===== src/rtl/store_buffer_if.sv =====
// Bundles the MEM-side request signals and the data-memory port of the store buffer.
// The slave modport is the buffer itself; master is the pipeline/memory environment.
interface store_buffer_if #(
  parameter int unsigned PTR_W = 2
);
  logic             MemWrite_IN;
  logic             MemRead_IN;
  logic [31:0]      Address_IN;
  logic [31:0]      WriteData_IN;
  logic [1:0]       WriteSize_IN;
  logic             Flush_IN;
  logic             DM_Ready_IN;
  logic [31:0]      DM_ReadData_IN;
  logic [31:0]      DM_Address_OUT;
  logic [31:0]      DM_WriteData_OUT;
  logic [1:0]       DM_WriteSize_OUT;
  logic             DM_MemRead_OUT;
  logic             DM_MemWrite_OUT;
  logic [31:0]      ReadData_OUT;
  logic             Stall_OUT;
  logic [PTR_W:0]   Count_OUT;

  modport slave (
    input  MemWrite_IN, MemRead_IN, Address_IN, WriteData_IN, WriteSize_IN,
           Flush_IN, DM_Ready_IN, DM_ReadData_IN,
    output DM_Address_OUT, DM_WriteData_OUT, DM_WriteSize_OUT, DM_MemRead_OUT,
           DM_MemWrite_OUT, ReadData_OUT, Stall_OUT, Count_OUT
  );

  modport master (
    output MemWrite_IN, MemRead_IN, Address_IN, WriteData_IN, WriteSize_IN,
           Flush_IN, DM_Ready_IN, DM_ReadData_IN,
    input  DM_Address_OUT, DM_WriteData_OUT, DM_WriteSize_OUT, DM_MemRead_OUT,
           DM_MemWrite_OUT, ReadData_OUT, Stall_OUT, Count_OUT
  );
endinterface


===== src/rtl/store_buffer.sv =====
// Store FIFO between the MEM stage and the data-memory port: buffers stores, drains one
// per free/ready cycle, passes loads through, and stalls on full, conflict or flush.
module store_buffer #(
  parameter int unsigned DEPTH = 4,
  parameter int unsigned PTR_W = 2
) (
  input  logic         CLK,
  input  logic         RESET,
  store_buffer_if.slave bus
);
  localparam int unsigned CNT_W = PTR_W + 1;

  typedef enum logic [1:0] {ST_EMPTY, ST_HOLD, ST_FLUSH} state_t;

  state_t             state, state_n;
  logic [PTR_W-1:0]   head, tail;
  logic [CNT_W-1:0]   count, count_n;
  logic [DEPTH-1:0]   valid;
  logic [31:0]        addr_q [DEPTH];
  logic [31:0]        data_q [DEPTH];
  logic [1:0]         size_q [DEPTH];

  logic wr, rd, conflict, load_go, drain, accept, flush_req, not_full;

  // Word-granular match of the load address against every live entry
  always_comb begin
    conflict = 1'b0;
    for (int unsigned i = 0; i < DEPTH; i++) begin
      if (valid[PTR_W'(i)] && (addr_q[PTR_W'(i)][31:2] == bus.Address_IN[31:2]))
        conflict = 1'b1;
    end
  end

  // A simultaneous read and write is treated as a store only
  assign wr        = bus.MemWrite_IN;
  assign rd        = bus.MemRead_IN & ~bus.MemWrite_IN;
  assign load_go   = rd & ~conflict & RESET;
  assign drain     = (count != '0) & bus.DM_Ready_IN & ~load_go;
  assign flush_req = (state == ST_FLUSH) | (bus.Flush_IN & (count != '0));
  assign not_full  = (count != CNT_W'(DEPTH));
  // A store is held back while a flush is pending so a stalled store is not captured twice
  assign accept    = wr & ~flush_req & (not_full | drain);
  assign count_n   = count + CNT_W'(accept) - CNT_W'(drain);

  always_ff @(posedge CLK or negedge RESET) begin
    if (!RESET) begin
      state <= ST_EMPTY;
      head  <= '0;
      tail  <= '0;
      count <= '0;
      valid <= '0;
    end else begin
      state <= state_n;
      count <= count_n;
      if (drain) begin
        head        <= head + PTR_W'(1);
        valid[head] <= 1'b0;
      end
      // Ordered after the drain clear so a full-and-draining slot stays valid
      if (accept) begin
        tail        <= tail + PTR_W'(1);
        valid[tail] <= 1'b1;
      end
    end
  end

  always_ff @(posedge CLK) begin
    if (accept) begin
      addr_q[tail] <= bus.Address_IN;
      data_q[tail] <= bus.WriteData_IN;
      size_q[tail] <= bus.WriteSize_IN;
    end
  end

  always_comb begin
    state_n = state;
    case (state)
      ST_EMPTY: begin
        if (accept) state_n = ST_HOLD;
      end
      ST_HOLD: begin
        if (count_n == '0)       state_n = ST_EMPTY;
        else if (bus.Flush_IN)   state_n = ST_FLUSH;
      end
      ST_FLUSH: begin
        if (count_n == '0) state_n = ST_EMPTY;
      end
      default: state_n = ST_EMPTY;
    endcase
  end

  // Port mux: drain owns the port only when no load does
  assign bus.DM_Address_OUT   = !RESET ? 32'h0 : (drain ? addr_q[head] : bus.Address_IN);
  assign bus.DM_WriteData_OUT = drain ? data_q[head] : 32'h0;
  assign bus.DM_WriteSize_OUT = drain ? size_q[head] : 2'd0;
  assign bus.DM_MemRead_OUT   = load_go;
  assign bus.DM_MemWrite_OUT  = drain;
  assign bus.ReadData_OUT     = bus.DM_ReadData_IN;
  assign bus.Stall_OUT        = RESET & ((wr & ~accept) | (rd & conflict) | flush_req);
  assign bus.Count_OUT        = count;
endmodule


===== src/flat_wrapper.sv =====
// flat-port wrapper written by rule: the top's interface ports become plain ports
module store_buffer_flat 
#(
  parameter int unsigned DEPTH = 4,
  parameter int unsigned PTR_W = 2
)
  (CLK, RESET, bus_MemWrite_IN, bus_MemRead_IN, bus_Address_IN, bus_WriteData_IN, bus_WriteSize_IN, bus_Flush_IN, bus_DM_Ready_IN, bus_DM_ReadData_IN, bus_DM_Address_OUT, bus_DM_WriteData_OUT, bus_DM_WriteSize_OUT, bus_DM_MemRead_OUT, bus_DM_MemWrite_OUT, bus_ReadData_OUT, bus_Stall_OUT, bus_Count_OUT);
  store_buffer_if #(.PTR_W(PTR_W)) bus_i ();
  input  logic CLK;
  input  logic RESET;
  input wire logic [$bits(bus_i.MemWrite_IN)-1:0] bus_MemWrite_IN;
  input wire logic [$bits(bus_i.MemRead_IN)-1:0] bus_MemRead_IN;
  input wire logic [$bits(bus_i.Address_IN)-1:0] bus_Address_IN;
  input wire logic [$bits(bus_i.WriteData_IN)-1:0] bus_WriteData_IN;
  input wire logic [$bits(bus_i.WriteSize_IN)-1:0] bus_WriteSize_IN;
  input wire logic [$bits(bus_i.Flush_IN)-1:0] bus_Flush_IN;
  input wire logic [$bits(bus_i.DM_Ready_IN)-1:0] bus_DM_Ready_IN;
  input wire logic [$bits(bus_i.DM_ReadData_IN)-1:0] bus_DM_ReadData_IN;
  output wire logic [$bits(bus_i.DM_Address_OUT)-1:0] bus_DM_Address_OUT;
  output wire logic [$bits(bus_i.DM_WriteData_OUT)-1:0] bus_DM_WriteData_OUT;
  output wire logic [$bits(bus_i.DM_WriteSize_OUT)-1:0] bus_DM_WriteSize_OUT;
  output wire logic [$bits(bus_i.DM_MemRead_OUT)-1:0] bus_DM_MemRead_OUT;
  output wire logic [$bits(bus_i.DM_MemWrite_OUT)-1:0] bus_DM_MemWrite_OUT;
  output wire logic [$bits(bus_i.ReadData_OUT)-1:0] bus_ReadData_OUT;
  output wire logic [$bits(bus_i.Stall_OUT)-1:0] bus_Stall_OUT;
  output wire logic [$bits(bus_i.Count_OUT)-1:0] bus_Count_OUT;
  assign bus_i.MemWrite_IN = bus_MemWrite_IN;
  assign bus_i.MemRead_IN = bus_MemRead_IN;
  assign bus_i.Address_IN = bus_Address_IN;
  assign bus_i.WriteData_IN = bus_WriteData_IN;
  assign bus_i.WriteSize_IN = bus_WriteSize_IN;
  assign bus_i.Flush_IN = bus_Flush_IN;
  assign bus_i.DM_Ready_IN = bus_DM_Ready_IN;
  assign bus_i.DM_ReadData_IN = bus_DM_ReadData_IN;
  assign bus_DM_Address_OUT = bus_i.DM_Address_OUT;
  assign bus_DM_WriteData_OUT = bus_i.DM_WriteData_OUT;
  assign bus_DM_WriteSize_OUT = bus_i.DM_WriteSize_OUT;
  assign bus_DM_MemRead_OUT = bus_i.DM_MemRead_OUT;
  assign bus_DM_MemWrite_OUT = bus_i.DM_MemWrite_OUT;
  assign bus_ReadData_OUT = bus_i.ReadData_OUT;
  assign bus_Stall_OUT = bus_i.Stall_OUT;
  assign bus_Count_OUT = bus_i.Count_OUT;
  store_buffer #(.DEPTH(DEPTH), .PTR_W(PTR_W)) u_core (.CLK(CLK), .RESET(RESET), .bus(bus_i));
endmodule

===== config.mk =====
export PLATFORM = sky130hd
export DESIGN_NAME = store_buffer_flat
export DESIGN_NICKNAME = d
export VERILOG_FILES = /design/src/rtl/store_buffer_if.sv /design/src/rtl/store_buffer.sv /design/src/flat_wrapper.sv
export SDC_FILE = /design/constraint.sdc
export NUM_CORES = 1
export LEC_CHECK = 0
export CAP_MARGIN = 25
export CELL_PAD_IN_SITES_DETAIL_PLACEMENT = 1
export CELL_PAD_IN_SITES_GLOBAL_PLACEMENT = 2
export CORE_MARGIN = 8
export CORE_UTILIZATION = 42
export CTS_CLUSTER_DIAMETER = 150
export DETAILED_ROUTE_END_ITERATION = 12
export MAX_ROUTING_LAYER = met4
export PLACE_DENSITY_LB_ADDON = 0.1
export SLEW_MARGIN = 25
export SYNTH_ARGS = -nofsm -noshare
export SYNTH_HDL_FRONTEND = slang
export SYNTH_SLANG_ARGS = --single-unit

===== constraint.sdc =====
create_clock -name CLK -period 8.65 [get_ports CLK]
set_input_delay 1.73 -clock CLK [delete_from_list [all_inputs] [get_ports CLK]]
set_output_delay 1.73 -clock CLK [all_outputs]
set_load 0.005 [all_outputs]

---- Word-level counts from Yosys, hierarchy flattened ----
Memory sizes are Yosys's and may differ from the RTL's.
Index checks and enable logic that the tools add are counted.
storage, ports and cells
  flip-flop bits (word level) ............. 13
  memory bits (writable) .................. 264
  input port bits ......................... 104
  output and inout bits ................... 104
  word-level logic and storage cells ...... 80
  memories kept ........................... 3
operators by class
  $add $sub $neg .......................... 4
  magnitude comparators ................... 4
  equal/unequal tests ..................... 10
  mux-type cells .......................... 21
  bitwise gates (word level) .............. 23
  reductions and logical operators ........ 10
memories
  memory         words  width  rd ports  clocked after Yosys merged registers in  wr ports  RTL line            RTL
  u_core.addr_q  4      32     5         0                                        1         store_buffer.sv:19  logic [31:0] addr_q [DEPTH];
  u_core.data_q  4      32     1         0                                        1         store_buffer.sv:20  logic [31:0] data_q [DEPTH];
  u_core.size_q  4      2      1         0                                        1         store_buffer.sv:21  logic [1:0] size_q [DEPTH];
operator list
  cell                 count
  $eq 30x30->1         4
  $mux 32              3
  $and 1x1->1          11
  $mux 2               5
  $mux 1               8
  $mux 4               2
  $logic_and 1x1->1    6
  $lt 2x3->1 const B   2
  $pmux 2 s3           1
  $not 1->1            5
  $add 2x1->2 const B  2
  $and 4x4->4          1
  $demux 1 s2          2
  $ge 2x1->1 const B   2
  $not 4->4            1
  $or 1x1->1           4
  $or 4x4->4           1
  $add 3x1->3          1
  $logic_not 3->1      1
  $ne 3x2->1 const B   1
  $ne 3x3->1 const B   1
  $reduce_and 3->1     1
  $reduce_bool 3->1    1
  $sub 3x1->3          1
  other kinds (5)      5

---- Longest topological paths before layout ----
Gate-level depths: netlist (run 1).
  depth after elaboration ................. 18
  mapped depth ............................ 16
  depth with buffers taken out ............ 14

---- Worst setup path after synthesis (run 1) ----
No wires, ideal clock.
  path kind ............................... input to output
  start ................................... in bus_Address_IN[27]
  end ..................................... out bus_DM_Address_OUT[10]
  arrival time ............................ 3.277 ns
  data required time ...................... 6.920 ns
  slack ................................... 3.643 ns
  stages on the path ...................... 9
  path buffers ............................ 3
  cells stage by stage .................... buf_4 xnor2_2 nand4_1 nor4_2 and4_4 buf_12 buf_12 nor4_1 a311o_1
on the way
  cells in the longest elaborated chain, start to end .. 13
ends and longest elaborated chain
  what                          RTL line            RTL
  start: declaration            flat_wrapper.sv:13  input wire logic [$bits(bus_i.Address_IN)-1:0] bus_Address_IN;
  $eq 30x30->1                  store_buffer.sv:29  if (valid[PTR_W'(i)] && (addr_q[PTR_W'(i)][31:2] == bus.Address_IN[31:2]))
  $logic_and 1x1->1             store_buffer.sv:29
  $mux 1 (3 in a row)           store_buffer.sv:29
  $mux 1 (*)                    store_buffer.sv:29
  $not 1->1 (*)                 store_buffer.sv:37  assign load_go = rd & ~conflict & RESET;
  $and 1x1->1 (*) (2 in a row)  store_buffer.sv:37
  $not 1->1 (*)                 store_buffer.sv:38  assign drain = (count != '0) & bus.DM_Ready_IN & ~load_go;
  $and 1x1->1 (*)               store_buffer.sv:38
  $mux 32 (*) (2 in a row)      store_buffer.sv:93  assign bus.DM_Address_OUT = !RESET ? 32'h0 : (drain ? addr_q[head] : bus.Address_IN);
  end: declaration              flat_wrapper.sv:19  output wire logic [$bits(bus_i.DM_Address_OUT)-1:0] bus_DM_Address_OUT;
Mark *: on every way between the ends. The rest lies on a longest branch, timed or not.

---- Worst setup path after layout (run 1) ----
  start ................................... in bus_Address_IN[20]
  end ..................................... out bus_DM_Address_OUT[6]
The elaborated chain is that of the path after synthesis.

==> flow_metrics.py, run 1 <==
metrics = {
    "drt": {
        "first_iter_violations": 669,
        "drt_first_pass_iters": 5,
        "route.antenna.remaining_nets": 0,
        "detailed_route_wire_length_per_cell_um": 28.66,
        "totalWireLength_mm": 41.89,
        "count_of_vias_placed_by_the_detailed_router": 8686,
        "post-route-drc-count": 0,
        "vias_per_cell": 5.941,
    },
    "floorplanning": {
        "chipWidth_um": 199.7,
        "row_count": 67,
        "initial_core_util": 0.4249,
        "io_pins": 208,
        "floorplan.core_area_um2": 33360,
        "die-area_um2": 39890,
        "floorplan.die.height_um": 199.7,
    },
    "power": {
        "peakVddDrop_mv": 0.1991,
        "power_density_of_the_placed_cells_nw_per_um2": 273.9,
        "total_leakage_power_nw": 5.134,
        "totalPowerFinal_w": 0.004489,
    },
    "cts": {
        "cts.repair_timing.setup_buffer_count": 0,
        "tritoncts": "yes",
        "cts-resized-gates": 0,
        "clock_tree.buffer_depth": 3,
        "htree_levels": 1,
        "clk_pin_slew_worst_paths_ns": 0.06,
        "cts_hold_buffers": 0,
        "numCtsBuffers": 30,
        "cts_sinks": 277,
        "worstSkewPairLatency_ns": 0.59,
        "root_buffer_cell": "sky130_fd_sc_hd__clkbuf_16",
    },
    "timing": {
        "tns_ns": 0,
        "final_max_slew_viol_count": 0,
        "max_slew_margin": 0.3702,
        "setup_viol_count_final": 0,
        "clock_skew_ns": 0.03253,
        "tightest_slew_ns": 0.9447,
        "setup_ws_post_layout_ns": 1.623,
        "max_freq_mhz": 142.3,
        "grt_setup_unrepaired": "no",
        "timing.final.crit_share": 0.8124,
        "fin_crit_ns": 7.028,
        "timing_hold_violations_final": 0,
    },
    "place": {
        "port_buffers": 143,
        "final_replace_weighted_congestion": 0.9121,
        "placed_cells": 1404,
        "detailed_place_hpwl_mm": 28.02,
        "place_worst_setup_slack_ns": 1.678,
    },
    "hold_path": {
        "min_from": "u_core.state[1]",
        "hold-path-cell-count": 1,
        "hp-class": "reg -> reg",
    },
    "synth": {
        "cell_area_after_synthesis_um2": 14180,
        "synth.avg_cell_area_um2": 15.41,
        "ys_seq_area_frac": 0.5822,
        "yosys_warnings": 0,
        "dominantRegCellSynth": "sky130_fd_sc_hd__edfxtp_1",
        "synth.distinct_cells": 49,
        "yosys_register_bits": 277,
        "synthesis.nets": 1034,
        "async_reset_ff_frac": 0.04693,
        "synthCells": 920,
        "number_of_flops_mapped_to_enable_cells_by_yosys": 264,
    },
    "cells_and_area": {
        "regArea_um2": 8260,
        "layout_common_cells": "sky130_fd_sc_hd__edfxtp_1, sky130_fd_sc_hd__clkdlybuf4s50_1, sky130_fd_sc_hd__xnor2_1",
        "multiInputGateArea_um2": 4987,
        "nets": 1102,
        "flow.area_growth_from_synthesis_pct": 15.61,
        "layout.cells.most_common": "sky130_fd_sc_hd__edfxtp_1",
        "final_core_util": 0.4912,
        "layout-drive-gt1-share": 0.1571,
        "num-fill-cells": 3241,
        "post_layout_nonfiller_instances": 1462,
    },
    "critical_path": {
        "critical_path.cell_chain": "clkdlybuf4s50_1 -> xnor2_1 -> nand4_1 -> nor4_2 -> and3_1 -> buf_4 -> nor4_1 -> a311o_1 -> clkdlybuf4s50_1",
        "timing.critical_path.slowest_stage_cell": "sky130_fd_sc_hd__clkdlybuf4s50_1",
        "crit_start": "bus_Address_IN[20]",
        "crit-reg2reg-launch": "u_core.addr_q[1][21]",
        "worst_r2r_path_depth": 15,
        "worstPathRequired_ns": 6.92,
        "path_common_cell": "sky130_fd_sc_hd__clkdlybuf4s50_1",
        "cp_slowest_stage_delay_ns": 0.69,
        "worst-path-max-fanout": 19,
        "path_class": "in -> out",
        "cp.arrival_ns": 5.30,
        "worst_setup_path_end_kind": "output port",
        "crit_path_start_kind": "primary input",
    },
    "global_routing": {
        "globalRouteTotalUtil": 0.2153,
        "grt_first_pass_wirelength_mm": 61.92,
        "grt_pass1_vias": 9194,
        "maximum_number_of_pins_on_one_net_before_global_route_repair": 82,
        "grt_overflow_total": 0,
        "antenna_found_initial": 1,
    },
    "job": {
        "cap_violations": 0,
    },
    "outcome": {
        "outcome": "complete, no violations",
    },
}
metrics by stage:
step,instance area [um2],hold slack [ns]
2_1_floorplan,14180,0.4184
3_3_place_gp,15400,0.4338
3_5_place_dp,15400,0.4522
4_1_cts,16380,0.4608
5_1_grt,16390,0.4924
6_report,16390,0.4599
Yosys cell counts, types with 2 or more instances:
cell | n | area (um2)
sky130_fd_sc_hd__a211oi_1 | 2 | 15.01
sky130_fd_sc_hd__a21oi_1 | 3 | 15.01
sky130_fd_sc_hd__a22o_1 | 3 | 26.28
sky130_fd_sc_hd__a2bb2oi_1 | 4 | 35.03
sky130_fd_sc_hd__a311o_1 | 33 | 330.3
sky130_fd_sc_hd__a32o_1 | 32 | 320.3
sky130_fd_sc_hd__and2_1 | 5 | 31.28
sky130_fd_sc_hd__and3_1 | 36 | 225.2
sky130_fd_sc_hd__and4_1 | 2 | 17.52
sky130_fd_sc_hd__buf_1 | 4 | 15.01
sky130_fd_sc_hd__buf_12 | 4 | 80.08
sky130_fd_sc_hd__buf_2 | 10 | 50.05
sky130_fd_sc_hd__buf_4 | 45 | 337.8
sky130_fd_sc_hd__buf_6 | 28 | 315.3
sky130_fd_sc_hd__clkbuf_1 | 33 | 123.9
sky130_fd_sc_hd__dfrtp_1 | 13 | 325.3
sky130_fd_sc_hd__edfxtp_1 | 264 | 7928
sky130_fd_sc_hd__ha_1 | 9 | 112.6
sky130_fd_sc_hd__inv_1 | 9 | 33.78
sky130_fd_sc_hd__mux4_2 | 66 | 1486
sky130_fd_sc_hd__nand2_1 | 8 | 30.03
sky130_fd_sc_hd__nand3_1 | 44 | 220.2
sky130_fd_sc_hd__nand4_1 | 55 | 344.1
sky130_fd_sc_hd__nor2_1 | 11 | 41.29
sky130_fd_sc_hd__nor2b_1 | 2 | 12.51
sky130_fd_sc_hd__nor3_1 | 4 | 20.02
sky130_fd_sc_hd__nor4_1 | 42 | 262.8
sky130_fd_sc_hd__nor4_2 | 5 | 62.56
sky130_fd_sc_hd__o21ai_0 | 3 | 15.01
sky130_fd_sc_hd__o311ai_1 | 2 | 17.52
sky130_fd_sc_hd__or3_1 | 2 | 12.51
sky130_fd_sc_hd__xnor2_1 | 113 | 989.7
sky130_fd_sc_hd__xnor2_2 | 7 | 113.9
sky130_fd_sc_hd__xnor2_4 | 2 | 55.05
routing by layer:
metal | up-vias | track usage | routed length, um
met5 | - | - | 0
met4 | 0 | 0.05177 | 809
met3 | 65 | 0.03958 | 2633
met2 | 294 | 0.3384 | 20210
met1 | 4502 | 0.2881 | 18250
li1 | 3825 | - | -
flip-flops by register name, indices dropped and copies added (netlist names):
register,flops
u_core.tail,2
u_core.bus.Count_OUT,3
u_core.valid,4
u_core.state,2
u_core.size_q,8
u_core.head,2
u_core.data_q,128
u_core.addr_q,128
where the power goes:
part / switching [W] / total, W / internal (W) / leakage (nW)
clock: 0.000546 / 0.00128 / 0.000733 / 0.478
sequential: 0.000168 / 0.00184 / 0.00167 / 2.55
combinational: 0.000672 / 0.00137 / 0.000696 / 2.10
critical path, delay by kind of cell:
kind	cells	cell delay [ns]
compound gates	1	0.37
simple gates	4	1.16
xor+xnor	1	0.54
buf+inv	3	1.48
logic make-up after synthesis:
family                   count (synthesis)  share of synthesized area
adder cells (fa/ha/maj)                 10                   0.009356
flip-flops                             277                     0.5822
AO/OA/AOI/OAI                           88                    0.05914
AND/OR/NAND/NOR                        222                    0.09400
multiplexers                            67                     0.1056
buffers and inverters                  133                    0.06743
XOR/XNOR                               123                    0.08235
area by class of cell:
| cell class | count | area share |
|---|---|---|
| Antenna cell | 2 | 0.0003054 |
| Clock buffer | 33 | 0.04710 |
| Clock inverter | 23 | 0.01321 |
| Inverter | 9 | 0.002061 |
| Multi-Input combinational cell | 510 | 0.3043 |
| Sequential cell | 277 | 0.5040 |
| Tap cell | 448 | 0.03420 |
| Timing Repair Buffer | 160 | 0.09482 |
worst paths after layout:
check / slack (ns) / endpoint
worst max-delay path: 1.62 / bus_DM_Address_OUT[6]
worst min-delay path: 0.46 / u_core.state[0]
worst max register to register: 4.57 / u_core.state[0]
worst min register to register: 0.46 / u_core.state[0]
max in group asynchronous: 6.53 / u_core.head[1]
min in group asynchronous: 1.43 / u_core.valid[2]
Note: power is estimated with default switching activity, not from simulation.
==> run 2, diff against run 1 <==
--- a/config.mk
+++ b/config.mk
@@ -9,7 +9,7 @@
 export CELL_PAD_IN_SITES_DETAIL_PLACEMENT = 1
 export CELL_PAD_IN_SITES_GLOBAL_PLACEMENT = 2
 export CORE_MARGIN = 8
-export CORE_UTILIZATION = 42
+export CORE_UTILIZATION = 35
 export CTS_CLUSTER_DIAMETER = 150
 export DETAILED_ROUTE_END_ITERATION = 12
 export MAX_ROUTING_LAYER = met4
==> constraint.sdc (replaced) <==
create_clock -name CLK -period 6.1 [get_ports CLK]
set_input_delay 1.22 -clock CLK [delete_from_list [all_inputs] [get_ports CLK]]
set_output_delay 1.22 -clock CLK [all_outputs]
set_load 0.005 [all_outputs]
==> run 2 against run 1 <==
Net effect:
- largest power group unchanged
- worst setup slack got worse by 1.4 ns
- clock skew decreased by 0.012 ns
- core utilization decreased by 6.9 points
- count of clock-buffer cells in the layout increased by 11
- cell count increased by 7.5%
- critical path type unchanged
==> flow_metrics.py, run 2 (synthesis results as in run 1) <==
metrics = {
    "floorplanning": {
        "io_pins": 208,
        "initial_core_util": 0.3560,
        "floorplan.core_area_um2": 39820,
        "chipWidth_um": 217.3,
        "die-area_um2": 47200,
        "floorplan.die.height_um": 217.3,
        "row_count": 73,
    },
    "cts": {
        "numCtsBuffers": 34,
        "htree_levels": 2,
        "worstSkewPairLatency_ns": 0.53,
        "root_buffer_cell": "sky130_fd_sc_hd__clkbuf_16",
        "cts_sinks": 277,
        "clk_pin_slew_worst_paths_ns": 0.06,
        "cts-resized-gates": 0,
        "clock_tree.buffer_depth": 3,
        "cts.repair_timing.setup_buffer_count": 0,
        "tritoncts": "yes",
        "cts_hold_buffers": 0,
    },
    "critical_path": {
        "worstPathRequired_ns": 4.88,
        "worst-path-max-fanout": 12,
        "worst_setup_path_end_kind": "output port",
        "crit_path_start_kind": "primary input",
        "path_class": "in -> out",
        "cp.arrival_ns": 4.64,
    },
    "timing": {
        "tns_ns": 0,
        "hold_ws_ns": 0.4679,
        "tightest_slew_ns": 0.9130,
        "timing.final.crit_share": 0.9608,
        "max_freq_mhz": 170.6,
        "max_slew_margin": 0.3914,
        "grt_setup_unrepaired": "no",
        "fin_crit_ns": 5.861,
        "timing_hold_violations_final": 0,
        "final_max_slew_viol_count": 0,
        "setup_viol_count_final": 0,
        "clock_skew_ns": 0.02098,
    },
    "cells_and_area": {
        "num-fill-cells": 4003,
        "layout.cells.most_common": "sky130_fd_sc_hd__edfxtp_1",
        "regArea_um2": 8260,
        "finalInstanceArea_um2": 16820,
        "flow.area_growth_from_synthesis_pct": 18.62,
        "largest_registers": "u_core.addr_q: 128 flops, u_core.data_q: 128 flops, u_core.size_q: 8 flops",
        "layout-drive-gt1-share": 0.1828,
        "post_layout_nonfiller_instances": 1571,
        "multiInputGateArea_um2": 4987,
        "nets": 1135,
        "layout_common_cells": "sky130_fd_sc_hd__edfxtp_1, sky130_fd_sc_hd__clkdlybuf4s50_1, sky130_fd_sc_hd__xnor2_1",
    },
    "place": {
        "placed_cells": 1510,
        "port_buffers": 143,
        "final_replace_weighted_congestion": 0.9076,
        "detailed_place_hpwl_mm": 29.71,
        "place_area_um2": 15740,
    },
    "power": {
        "switching_power_w": 0.001993,
        "power_density_of_the_placed_cells_nw_per_um2": 387.8,
        "total_leakage_power_nw": 5.341,
        "power.share.clock": 0.298,
        "combPwrFrac": 0.294,
        "cell_internal_pwr_w": 0.004528,
        "totalPowerFinal_w": 0.006521,
        "power.switching_fraction": 0.3056,
        "seqPwrFrac": 0.408,
        "peakVddDrop_mv": 0.2612,
    },
    "drt": {
        "post-route-drc-count": 0,
        "detailed_route_wire_length_per_cell_um": 27.44,
        "route.antenna.remaining_nets": 0,
        "vias_per_cell": 5.578,
        "drt_first_pass_iters": 5,
        "first_iter_violations": 688,
        "totalWireLength_mm": 43.11,
        "count_of_vias_placed_by_the_detailed_router": 8763,
    },
    "global_routing": {
        "globalRouteTotalUtil": 0.1844,
        "global_route.usage.met3": 0.03245,
        "grt_use_met1": 0.2506,
        "grt_overflow_total": 0,
        "grt_pass1_vias": 9315,
        "maximum_number_of_pins_on_one_net_before_global_route_repair": 70,
        "antenna_found_initial": 1,
        "grt_first_pass_wirelength_mm": 63.87,
        "grt_most_used_layer": "met2",
        "met2_usage": 0.2875,
    },
    "job": {
        "cap_violations": 0,
    },
    "outcome": {
        "outcome": "complete, no violations",
    },
    "hold_path": {
        "hp-class": "reg -> reg",
    },
}
## run 2: cell types whose count changed in the layout (fill, tap and decap cells not counted), moves of 2 or more
cell	previous run	this run
sky130_fd_sc_hd__buf_12	0	2
sky130_fd_sc_hd__buf_4	17	44
sky130_fd_sc_hd__clkbuf_1	2	8
sky130_fd_sc_hd__clkbuf_16	30	34
sky130_fd_sc_hd__clkinv_1	8	3
sky130_fd_sc_hd__clkinvlp_4	3	0
## run 2: path summary, 6_finish.rpt
check / slack (ns) / start / endpoint / depth (start not counted)
setup / recovery: 0.24 / bus_Address_IN[23] / bus_DM_Address_OUT[31] / 9
hold / removal: 0.47 / u_core.state[1] / u_core.state[0] / 1
setup reg to reg: 2.27 / u_core.addr_q[1][21] / u_core.state[0] / 14
hold reg to reg: 0.47 / u_core.state[1] / u_core.state[0] / 1
max in group asynchronous: 4.49 / RESET / u_core.head[0] / 3
min in group asynchronous: 0.89 / RESET / u_core.bus.Count_OUT[1] / 2
## run 2: through the flow
step / util / setup slack (ns)
final: 0.4223 / 0.2391
after global routing: 0.4223 / 0.1127
after CTS: 0.4222 / 0.3443
after detailed placement: 0.3951 / 0.3530
after global placement: 0.3951 / 0.3537
after floorplan: - / 2.113
## run 2: per-layer routing
layer | vias to the layer above | share of wire
li1 | 3878 | -
met1 | 4568 | 0.46
met2 | 268 | 0.47
met3 | 49 | 0.058
met4 | 0 | 0.017
met5 | - | 0
## run 2: final cells by class
class | instances | share of cell area
repair buffers | 189 | 0.1068
inverters | 9 | 0.002009
well taps | 525 | 0.03906
clock inverters | 16 | 0.01012
multi-input cells | 510 | 0.2966
clock buffers | 44 | 0.05402
flip-flops and latches | 277 | 0.4912
diodes | 1 | 0.0001488
## run 2: power groups by stage
stage	combinational [W]	clock (W)	sequential, W
6_report	0.00192	0.00194	0.00266
5_1_grt	0.00207	0.00206	0.00270
4_1_cts	0.00196	0.00200	0.00267
3_5_place_dp	0.00194	0	0.00271
3_3_place_gp	0.00195	0	0.00270
2_1_floorplan	0.00131	0	0.00250
## run 2: critical path, cell delays in order
cell and delay, ns:
sky130_fd_sc_hd__clkdlybuf4s50_1 0.63, sky130_fd_sc_hd__xnor2_1 0.58, sky130_fd_sc_hd__nand4_1 0.19, sky130_fd_sc_hd__nor4_2 0.34
sky130_fd_sc_hd__a22oi_1 0.19, sky130_fd_sc_hd__nand3_1 0.45, sky130_fd_sc_hd__buf_4 0.31, sky130_fd_sc_hd__a311o_1 0.19
sky130_fd_sc_hd__clkdlybuf4s50_1 0.52
==> run 3, diff against run 2 <==
--- a/config.mk
+++ b/config.mk
@@ -8,6 +8,7 @@
 export CAP_MARGIN = 25
 export CELL_PAD_IN_SITES_DETAIL_PLACEMENT = 1
 export CELL_PAD_IN_SITES_GLOBAL_PLACEMENT = 2
+export CORE_ASPECT_RATIO = 0.8
 export CORE_MARGIN = 8
 export CORE_UTILIZATION = 35
 export CTS_CLUSTER_DIAMETER = 150
==> run 3 against run 2 <==
Net effect:
- wire length is 2.2% higher
- core utilization is 0.74 points lower
- worst setup slack better by 0.087 ns
- clock skew is 0.0030 ns lower
- highest routed layer unchanged
- critical path depth stayed put
- maximum frequency is 1.5% higher
- via count is 2.0% higher
- largest power group unchanged
- sequential power is 2% lower
- sequential share of layout area is 0.28 points higher
- cell count is 0.83% higher
- die area hardly changed
- first-iteration DRC count is 12% higher
==> flow_metrics.py, run 3 (synthesis results as in run 1) <==
metrics = {
    "cells_and_area": {
        "num-fill-cells": 4099,
        "layout-drive-gt1-share": 0.1760,
        "diode_count": 0,
        "largest_registers": "u_core.addr_q: 128 flops, u_core.data_q: 128 flops, u_core.size_q: 8 flops",
        "layout.cells.most_common": "sky130_fd_sc_hd__edfxtp_1",
        "multiInputGateArea_um2": 4994,
        "flow.area_growth_from_synthesis_pct": 17.94,
        "nets": 1131,
        "layout_common_cells": "sky130_fd_sc_hd__edfxtp_1, sky130_fd_sc_hd__clkdlybuf4s50_1, sky130_fd_sc_hd__xnor2_1",
        "regArea_um2": 8260,
    },
    "power": {
        "seqPwrFrac": 0.412,
        "total_leakage_power_nw": 5.266,
        "cell_internal_pwr_w": 0.004382,
        "switching_power_w": 0.001975,
        "power_density_of_the_placed_cells_nw_per_um2": 380.2,
        "peakVddDrop_mv": 0.2491,
        "power.share.clock": 0.272,
        "power.switching_fraction": 0.3107,
        "totalPowerFinal_w": 0.006356,
        "combPwrFrac": 0.316,
    },
    "job": {
        "cap_violations": 0,
    },
    "cts": {
        "tritoncts": "yes",
        "htree_levels": 1,
        "cts_sinks": 277,
        "worstSkewPairLatency_ns": 0.56,
        "clock_tree.buffer_depth": 3,
        "cts-resized-gates": 0,
        "cts_hold_buffers": 0,
        "numCtsBuffers": 30,
        "clk_pin_slew_worst_paths_ns": 0.06,
        "cts.repair_timing.setup_buffer_count": 0,
        "root_buffer_cell": "sky130_fd_sc_hd__clkbuf_16",
    },
    "timing": {
        "final_max_slew_viol_count": 0,
        "tns_ns": 0,
        "fin_crit_ns": 5.774,
        "timing_hold_violations_final": 0,
        "max_freq_mhz": 173.2,
        "setup_viol_count_final": 0,
        "clock_skew_ns": 0.01794,
        "tightest_slew_ns": 0.7919,
        "timing.final.crit_share": 0.9466,
        "max_slew_margin": 0.4708,
        "grt_setup_unrepaired": "no",
        "hold_ws_ns": 0.4837,
    },
    "critical_path": {
        "timing.critical_path.slowest_stage_cell": "sky130_fd_sc_hd__xnor2_1",
        "worst_setup_path_end_kind": "output port",
        "path_common_cell": "sky130_fd_sc_hd__clkdlybuf4s50_1",
        "critical_path.cell_chain": "clkdlybuf4s50_1 -> xnor2_1 -> nand4_1 -> nor4_2 -> a22o_1 -> buf_4 -> nor4_1 -> a311o_1 -> clkdlybuf4s50_1",
        "worstPathRequired_ns": 4.88,
        "cp_slowest_stage_delay_ns": 0.64,
        "path_class": "in -> out",
        "worst-path-max-fanout": 16,
        "crit_path_start_kind": "primary input",
        "cp.arrival_ns": 4.55,
    },
    "global_routing": {
        "antenna_found_initial": 0,
        "met2_usage": 0.2664,
        "grt_first_pass_wirelength_mm": 64.74,
        "maximum_number_of_pins_on_one_net_before_global_route_repair": 47,
        "grt_overflow_total": 0,
        "grt_most_used_layer": "met1",
        "globalRouteTotalUtil": 0.1888,
        "grt_pass1_vias": 9187,
        "grt_use_met1": 0.2899,
        "global_route.usage.met3": 0.02608,
    },
    "outcome": {
        "outcome": "complete, no violations",
    },
    "drt": {
        "drt_first_pass_iters": 5,
        "post-route-drc-count": 0,
        "count_of_vias_placed_by_the_detailed_router": 8942,
        "totalWireLength_mm": 44.05,
        "route.antenna.remaining_nets": 0,
        "first_iter_violations": 772,
        "detailed_route_wire_length_per_cell_um": 27.81,
        "vias_per_cell": 5.645,
    },
    "floorplanning": {
        "initial_core_util": 0.3518,
        "row_count": 66,
        "floorplan.core_area_um2": 40300,
        "chipWidth_um": 241.0,
        "io_pins": 208,
        "die-area_um2": 47240,
        "floorplan.die.height_um": 196.0,
    },
    "place": {
        "detailed_place_hpwl_mm": 30.71,
        "final_replace_weighted_congestion": 0.9534,
        "port_buffers": 143,
    },
    "hold_path": {
        "hp-class": "reg -> reg",
    },
}
run 3: worst max-delay path: cells and delay by family:
kind	cells	cell delay (ns)
buffers and inverters	3	1.37
XOR/XNOR	1	0.64
AO/OA/AOI/OAI	2	0.66
AND/OR/NAND/NOR	3	0.65
run 3: metrics by stage:
step,util,instances,setup WS [ns],area [um2]
final,0.4149,1584,0.3260,16720
after global routing,0.4149,1584,0.1973,16720
after CTS,0.4149,1584,0.3969,16720
after detailed placement,0.3921,1529,0.3961,15800
after global placement,0.3921,1529,0.3783,15800
after floorplan,-,920,2.113,14180
run 3: area by class of cell:
type	count	area share
clock buffers	46	0.05036
clock inverters	9	0.004490
inverters	9	0.002021
multi-input cells	510	0.2987
flip-flops and latches	277	0.4941
well taps	544	0.04071
repair buffers	189	0.1097
run 3: layer usage:
layer | part of all wire | wire length [um]
met1 | 0.50 | 21980
met2 | 0.43 | 19050
met3 | 0.057 | 2498
met4 | 0.012 | 530
met5 | 0 | 0
run 3: final timing paths:
check	start	end	slack (ns)	cells past startpoint
min	u_core.state[1]	u_core.state[0]	0.48	1
max	bus_Address_IN[24]	bus_DM_Address_OUT[4]	0.33	9
max reg2reg	u_core.bus.Count_OUT[0]	u_core.state[0]	2.19	14
max in group asynchronous	RESET	u_core.head[0]	4.47	3
min reg2reg	u_core.state[1]	u_core.state[0]	0.48	1
min in group asynchronous	RESET	u_core.bus.Count_OUT[1]	0.74	2
run 3: power groups by stage:
stage | logic [W] | registers (W) | clock network [W]
after floorplan | 0.00131 | 0.00250 | 0
after CTS | 0.00204 | 0.00263 | 0.00177
after detailed placement | 0.00203 | 0.00267 | 0
after global routing | 0.00215 | 0.00266 | 0.00184
after global placement | 0.00203 | 0.00266 | 0
final | 0.00201 | 0.00262 | 0.00173
